**src/rtl/cpu_pkg.sv**
```systemverilog
// ---------------------------------------------------------------------------
// cpu_pkg
//   Shared definitions for the LEGv8 datapath: word and register-index
//   widths, the XZR index, ALU opcode encodings and a population-count
//   helper used by the register-file scoreboard.
//
//   Contents:
//     DATA_W      - datapath width (64)
//     NREGS       - number of architectural integer registers (32)
//     REG_IDX_W   - register index width (5)
//     PEND_CNT_W  - width of the pending-register count (6, holds 0..32)
//     ZERO_REG    - index of XZR (31)
//     word_t      - one datapath word
//     reg_idx_t   - one register index
//     cnt_t       - pending count
//     alu_op_t    - ALU operation encodings
//     popcount()  - number of set bits in a register-wide mask
// ---------------------------------------------------------------------------
package cpu_pkg;

  localparam int DATA_W     = 64;
  localparam int NREGS      = 32;
  localparam int REG_IDX_W  = $clog2(NREGS);
  localparam int PEND_CNT_W = REG_IDX_W + 1;

  typedef logic [DATA_W-1:0]     word_t;
  typedef logic [REG_IDX_W-1:0]  reg_idx_t;
  typedef logic [PEND_CNT_W-1:0] cnt_t;
  typedef logic [NREGS-1:0]      reg_mask_t;

  // XZR: reads as zero, writes are discarded.
  localparam reg_idx_t ZERO_REG = reg_idx_t'(31);

  // ALU control encodings used by the execute stage.
  typedef enum logic [3:0] {
    ALU_AND   = 4'b0000,
    ALU_ORR   = 4'b0001,
    ALU_ADD   = 4'b0010,
    ALU_SUB   = 4'b0110,
    ALU_PASSB = 4'b0111
  } alu_op_t;

  // Number of set bits in a register mask.
  function automatic cnt_t popcount(input reg_mask_t mask);
    cnt_t cnt;
    cnt = '0;
    for (int i = 0; i < NREGS; i++) begin
      cnt = cnt + cnt_t'(mask[i]);
    end
    return cnt;
  endfunction

endpackage

```
**src/rtl/regfile_scoreboard.sv**
```systemverilog
// ---------------------------------------------------------------------------
// regfile_scoreboard
//   Pending-write tracker for the register file. A register is marked
//   pending when a long-latency load targeting it is issued (pend_set) and
//   is released when its write-back arrives (reg_wr to the same index).
//   Reads of a pending register raise a stall unless the write-back is
//   happening in the very same cycle.
//
//   Ports:
//     clk       in   rising-edge clock
//     reset_n   in   asynchronous active-low reset
//     ra, rb    in   read-port indices to check for hazards
//     rw        in   write-back index
//     reg_wr    in   write-back enable
//     pend_set  in   mark pend_rd as awaiting a late write
//     pend_rd   in   index marked by pend_set
//     stall_a   out  ra is pending and not being written this cycle
//     stall_b   out  rb is pending and not being written this cycle
//     pend_cnt  out  number of pending registers (registered)
// ---------------------------------------------------------------------------
module regfile_scoreboard
  import cpu_pkg::*;
(
  input  logic                  clk,
  input  logic                  reset_n,
  input  logic [REG_IDX_W-1:0]  ra,
  input  logic [REG_IDX_W-1:0]  rb,
  input  logic [REG_IDX_W-1:0]  rw,
  input  logic                  reg_wr,
  input  logic                  pend_set,
  input  logic [REG_IDX_W-1:0]  pend_rd,
  output logic                  stall_a,
  output logic                  stall_b,
  output logic [PEND_CNT_W-1:0] pend_cnt
);

  reg_mask_t pend_reg;
  reg_mask_t pend_next;
  cnt_t      pend_cnt_reg;

  // Per-register next-state. A set and a clear on the same edge means a new
  // load was issued as the previous one retired, so the set takes priority.
  // XZR can never become pending.
  for (genvar gi = 0; gi < NREGS; gi++) begin : g_pend
    if (reg_idx_t'(gi) == ZERO_REG) begin : g_zero
      assign pend_next[gi] = 1'b0;
    end else begin : g_live
      logic set_hit;
      logic clr_hit;
      assign set_hit       = pend_set && (pend_rd == reg_idx_t'(gi));
      assign clr_hit       = reg_wr && (rw == reg_idx_t'(gi));
      assign pend_next[gi] = set_hit || (pend_reg[gi] && !clr_hit);
    end
  end

  // The count is registered from the same next-state vector as the pending
  // bits, so the two always describe the same set of registers.
  always_ff @(posedge clk or negedge reset_n) begin
    if (!reset_n) begin
      pend_reg     <= '0;
      pend_cnt_reg <= '0;
    end else begin
      pend_reg     <= pend_next;
      pend_cnt_reg <= popcount(pend_next);
    end
  end

  // A write-back arriving this cycle resolves the hazard in time for the
  // consumer (forwarded or read next cycle), so it suppresses the stall.
  always_comb begin
    stall_a = pend_reg[ra] && !(reg_wr && (rw == ra));
    stall_b = pend_reg[rb] && !(reg_wr && (rw == rb));
  end

  assign pend_cnt = pend_cnt_reg;

endmodule

```
**src/rtl/register_file.sv**
```systemverilog
// ---------------------------------------------------------------------------
// register_file
//   32 x 64-bit LEGv8 integer register file with two combinational read
//   ports, one synchronous write port and a pending-write scoreboard that
//   flags registers still waiting on late (multi-cycle) load data.
//   X31 (XZR) always reads as zero and ignores writes.
//
//   Build option:
//     REGFILE_BYPASS_EN  defined   -> a write in progress is forwarded to a
//                                     read port addressing the same register
//                                     in the same cycle.
//                        undefined -> reads return the pre-write contents
//                                     during the writing cycle.
//
//   Ports:
//     Clk      in   1   rising-edge clock
//     Reset_n  in   1   asynchronous active-low reset
//     RA, RB   in   5   read-port indices
//     BusA     out  64  read data A (combinational)
//     BusB     out  64  read data B (combinational)
//     RW       in   5   write index
//     RegWr    in   1   write enable
//     BusW     in   64  write data
//     PendSet  in   1   mark PendRd as awaiting a late write
//     PendRd   in   5   index for PendSet
//     StallA   out  1   RA pending and not written this cycle
//     StallB   out  1   RB pending and not written this cycle
//     PendCnt  out  6   number of pending registers
// ---------------------------------------------------------------------------
module register_file
  import cpu_pkg::*;
(
  input  logic                  Clk,
  input  logic                  Reset_n,
  input  logic [REG_IDX_W-1:0]  RA,
  input  logic [REG_IDX_W-1:0]  RB,
  output logic [DATA_W-1:0]     BusA,
  output logic [DATA_W-1:0]     BusB,
  input  logic [REG_IDX_W-1:0]  RW,
  input  logic                  RegWr,
  input  logic [DATA_W-1:0]     BusW,
  input  logic                  PendSet,
  input  logic [REG_IDX_W-1:0]  PendRd,
  output logic                  StallA,
  output logic                  StallB,
  output logic [PEND_CNT_W-1:0] PendCnt
);

  word_t regs_reg [NREGS];
  logic  wr_en;
  logic  fwd_a;
  logic  fwd_b;

  // Writes aimed at XZR are dropped here, so XZR storage never changes.
  assign wr_en = RegWr && (RW != ZERO_REG);

  // Storage has an asynchronous clear, so it is built from flops rather
  // than a memory macro.
  always_ff @(posedge Clk or negedge Reset_n) begin
    if (!Reset_n) begin
      for (int i = 0; i < NREGS; i++) begin
        regs_reg[i] <= '0;
      end
    end else if (wr_en) begin
      regs_reg[RW] <= BusW;
    end
  end

`ifdef REGFILE_BYPASS_EN
  // Write-through: wr_en already excludes XZR, so XZR reads stay zero.
  assign fwd_a = wr_en && (RW == RA);
  assign fwd_b = wr_en && (RW == RB);
`else
  assign fwd_a = 1'b0;
  assign fwd_b = 1'b0;
`endif

  always_comb begin
    BusA = regs_reg[RA];
    BusB = regs_reg[RB];
    if (fwd_a) begin
      BusA = BusW;
    end
    if (fwd_b) begin
      BusB = BusW;
    end
    if (RA == ZERO_REG) begin
      BusA = '0;
    end
    if (RB == ZERO_REG) begin
      BusB = '0;
    end
  end

  regfile_scoreboard u_scoreboard (
    .clk      (Clk),
    .reset_n  (Reset_n),
    .ra       (RA),
    .rb       (RB),
    .rw       (RW),
    .reg_wr   (RegWr),
    .pend_set (PendSet),
    .pend_rd  (PendRd),
    .stall_a  (StallA),
    .stall_b  (StallB),
    .pend_cnt (PendCnt)
  );

endmodule

```
**config.mk**
```make
export PLATFORM = sky130hd
export DESIGN_NAME = register_file
export DESIGN_NICKNAME = d
export VERILOG_FILES = /design/src/rtl/cpu_pkg.sv /design/src/rtl/regfile_scoreboard.sv /design/src/rtl/register_file.sv
export SDC_FILE = /design/constraint.sdc
export NUM_CORES = 2
export LEC_CHECK = 0
export CAP_MARGIN = 25
export CORE_ASPECT_RATIO = 1.5
export CORE_MARGIN = 2
export CORE_UTILIZATION = 45
export CTS_CLUSTER_SIZE = 28
export DETAILED_ROUTE_END_ITERATION = 10
export GPL_TIMING_DRIVEN = 0
export PLACE_DENSITY = 0.65
export SLEW_MARGIN = 25
export SYNTH_ARGS = -nofsm -noshare
export SYNTH_HDL_FRONTEND = slang
export SYNTH_SLANG_ARGS = --single-unit
```
**constraint.sdc**
```tcl
create_clock -name Clk -period 6.6 [get_ports Clk]
set_input_delay 1.98 -clock Clk [delete_from_list [all_inputs] [get_ports Clk]]
set_output_delay 1.98 -clock Clk [all_outputs]
set_load 0.05 [all_outputs]
```
==> impl_metrics.env <==
export IMPL_worst_slew_pin_transition_ns=1.16
export IMPL_dpl_hpwl_mm=292
export IMPL_crit_start="RB[3]"
export IMPL_ys_warn_count=0
export IMPL_power_density_mw_per_mm2=327
export IMPL_p_int_w=0.0285
export IMPL_clock_fmax_ghz=0.150
export IMPL_fillers=20600
export IMPL_io_pins=224
export IMPL_p_clk_share_pct=30.3
export IMPL_synth_largest_area_cell="dfrtp_1"
export IMPL_avgSynthCellArea_um2=15.3
export IMPL_largest_reg_flops=2048
export IMPL_r2r_cells=19
export IMPL_first_pass_iters=5
export IMPL_async_flop_share_pct=100
export IMPL_clk_latency_ns=0.91
export IMPL_netlist_top_cells_count="2,085 x dfrtp_1, 1,755 x mux2_2, 1,039 x mux4_2, 513 x mux2i_1, 425 x clkbuf_1"
export IMPL_peakVddDrop_uv=605
export IMPL_cp_num_cells=7
export IMPL_combPwrFrac_pct=28.4
export IMPL_gr_total_overflow=0
export IMPL_core_mm2=0.246
export IMPL_synth_top_area_share_pct=47.1
export IMPL_antenna_found_initial=40
export IMPL_regArea_mm2=0.0522
export IMPL_drt_vias_per_instance=6.55
export IMPL_die_area_mm2=0.250
export IMPL_wl_met2_mm=199
export IMPL_startpoint_type="primary input"
export IMPL_cp_slowest_stage_delay_ns=0.68
export IMPL_worst_setup_path_end_kind="output port"
export IMPL_hold_viol=0
export IMPL_multi_input_area_mm2=0.0556
export IMPL_worstPathRequired_ns=4.62
export IMPL_root_buffer="clkbuf_16"
export IMPL_post_synth_num_cell_types=50
export IMPL_vias=72900
export IMPL_die_h_um=612
export IMPL_synthToLayoutAreaGrowth_pct=14.4
export IMPL_drive_gt1_share_pct=49.6
export IMPL_fp_row_count=223
export IMPL_swShare_pct=31.3
export IMPL_status="complete, but fails checks"
export IMPL_ctsHoldBuffers=0
export IMPL_grt_setup_unrepaired="yes"
export IMPL_cts_sink_count=2085
export IMPL_drv_slew=0
export IMPL_cts_buffers=214
export IMPL_critical_path_class="primary input to output port"
export IMPL_gp_congestion=0.939
export IMPL_synth_area_mm2=0.111
export IMPL_nNetsFinal=7810
export IMPL_cts_max_path_buffers=4
export IMPL_drt_initial_drc_count=7110
export IMPL_placement_io_buffers=210
export IMPL_syn_nets=7346
export IMPL_netlist_top_cells_area="dfrtp_1 47%, mux4_2 21%, mux2_2 18%, mux2i_1 4.6%, buf_2 1.5%"
export IMPL_hold_slack_ns=0.479
export IMPL_clk_pin_slew_worst_paths_ns=0.06
export IMPL_critPathBufInv=5
export IMPL_synth_most_common_cell="dfrtp_1"
export IMPL_grt_max_degree=143
export IMPL_hold_class="register to register"
export IMPL_path_cells="buf_2, inv_2, buf_4, clkbuf_2, mux2i_1, o221ai_1, clkbuf_2"
export IMPL_htreeDepth=4
export IMPL_seq_power_share_pct=41.2
export IMPL_p_leak_nw=55.6
export IMPL_wl_met3_mm=31.3
export IMPL_grt_use_total_pct=32.2
export IMPL_drc_errors=0
export IMPL_switchingPower_w=0.0130
export IMPL_syn_inst=7226
export IMPL_ys_ff_latch=2085
export IMPL_cts_tree="built"
export IMPL_rr_startpoint="u_scoreboard.pend_reg[0]"
export IMPL_wl_met1_mm=141
export IMPL_grt_first_pass_wirelength_mm=573
export IMPL_crit_slowest_cell="o221ai_1"
export IMPL_endpoint="BusB[27]"
export IMPL_final_setup_worst_slack_ns=-0.0847
export IMPL_highest_layer="met5"
export IMPL_min_period_over_period_pct=101
export IMPL_start_util_pct=45.2
export IMPL_drt_wirelength_per_cell_um=36.3
export IMPL_min_period_ns=6.68
export IMPL_setup_viol=19
export IMPL_tns_ns=-0.600
export IMPL_r2r_setup_slack_ns=1.48
export IMPL_relSlewSlack_pct=22.5
export IMPL_cp_max_fo=12
export IMPL_finClkSkew_ns=0.0370
export IMPL_ant_nets=0
export IMPL_wl_mm=404
export IMPL_die_width_um=409
export IMPL_ys_flop_type="dfrtp_1"
export IMPL_r2r_end="u_scoreboard.pend_cnt[4]"
export IMPL_drv_cap=0
export IMPL_grt_pass1_vias=77500
export IMPL_crit_family="buffers and inverters"
export IMPL_cpMostUsedCell="clkbuf_2"
export IMPL_synth_edf_count=0
export IMPL_violations="setup timing"
export IMPL_arrival_ns=4.70
export IMPL_yosysSeqAreaShare_pct=47.1
[power groups by stage]
stage,Clock [W],Sequential (W),Combinational [W]
2_1_floorplan,0,0.0166,0.00840
3_3_place_gp,0,0.0172,0.0113
3_5_place_dp,0,0.0172,0.0117
4_1_cts,0.0127,0.0170,0.0118
5_1_grt,0.0131,0.0173,0.0126
6_report,0.0126,0.0171,0.0118
[placed cells by master (no fill, tap or decap), types with 41 or more instances in the layout]
cell type	n
mux2_1	103
nand2_1	412
dfrtp_1	2085
clkbuf_16	216
buf_6	57
clkbuf_2	109
mux2_2	1755
clkbuf_1	353
buf_2	220
inv_1	42
clkdlybuf4s15_2	71
dlygate4sd2_1	41
o22a_1	127
mux2i_1	483
buf_4	112
clkbuf_8	50
o221ai_1	86
mux4_2	1039
clkdlybuf4s50_1	71
[per-stage QoR]
step	util [%]	cell area [um2]	setup WS, ns	total power, W	std cells
6_report	51.7	127000	-0.0847	0.0414	11100
5_1_grt	51.6	127000	-0.141	0.0431	11100
4_1_cts	51.6	127000	-0.162	0.0415	11100
3_5_place_dp	48.1	118000	-2.54	0.0289	10700
3_3_place_gp	47.7	117000	-89.90	0.0285	10700
2_1_floorplan	-	111000	-0.513	0.0250	7226
[layout make-up]
type / instances / share of cell area (%)
Multi-Input combinational cell: 4254 / 43.8
Sequential cell: 2085 / 41.1
Clock buffer: 312 / 4.89
Buffer: 828 / 3.77
Tap cell: 3262 / 3.22
Timing Repair Buffer: 262 / 2.38
Clock inverter: 63 / 0.624
Inverter: 45 / 0.133
Antenna cell: 24 / 0.0474
[cell families after synthesis]
family	share of synthesized area, %
buf+inv	3.50
mux	44.6
xor+xnor	0.103
compound gates	2.42
flops	47.1
fa+ha+maj	0.517
simple gates	1.80
[worst min-delay path by stage]
stage	cells after the start	end	slack, ns	startpoint
CTS	1	regs_reg[60]	0.48	regs_reg[60]
floorplan	1	regs_reg[0]	0.44	regs_reg[0]
global route	1	regs_reg[51]	0.49	regs_reg[51]
detailed placement	1	regs_reg[49]	0.46	regs_reg[49]
finish	1	regs_reg[60]	0.48	regs_reg[60]
global placement	1	regs_reg[46]	0.45	regs_reg[46]
[routing by layer]
| metal | global-route usage [%] | vias to the layer above |
|---|---|---|
| li1 | - | 28600 |
| met1 | 37.0 | 39500 |
| met2 | 53.3 | 3498 |
| met3 | 7.78 | 1257 |
| met4 | 22.2 | 20 |
| met5 | 0 | - |
[timing repair]
| item | 4_1_cts | 5_1_grt |
|---|---|---|
| endpoints found under the setup margin | 136 | 71 |
| buffers inserted | 14 | 7 |
| hold endpoints to repair | 0 | 0 |
| pin swaps | 8 | 7 |
| resized for setup | 798 | 98 |
| cloned | 0 | 0 |
(Power assumes the default switching activity.)
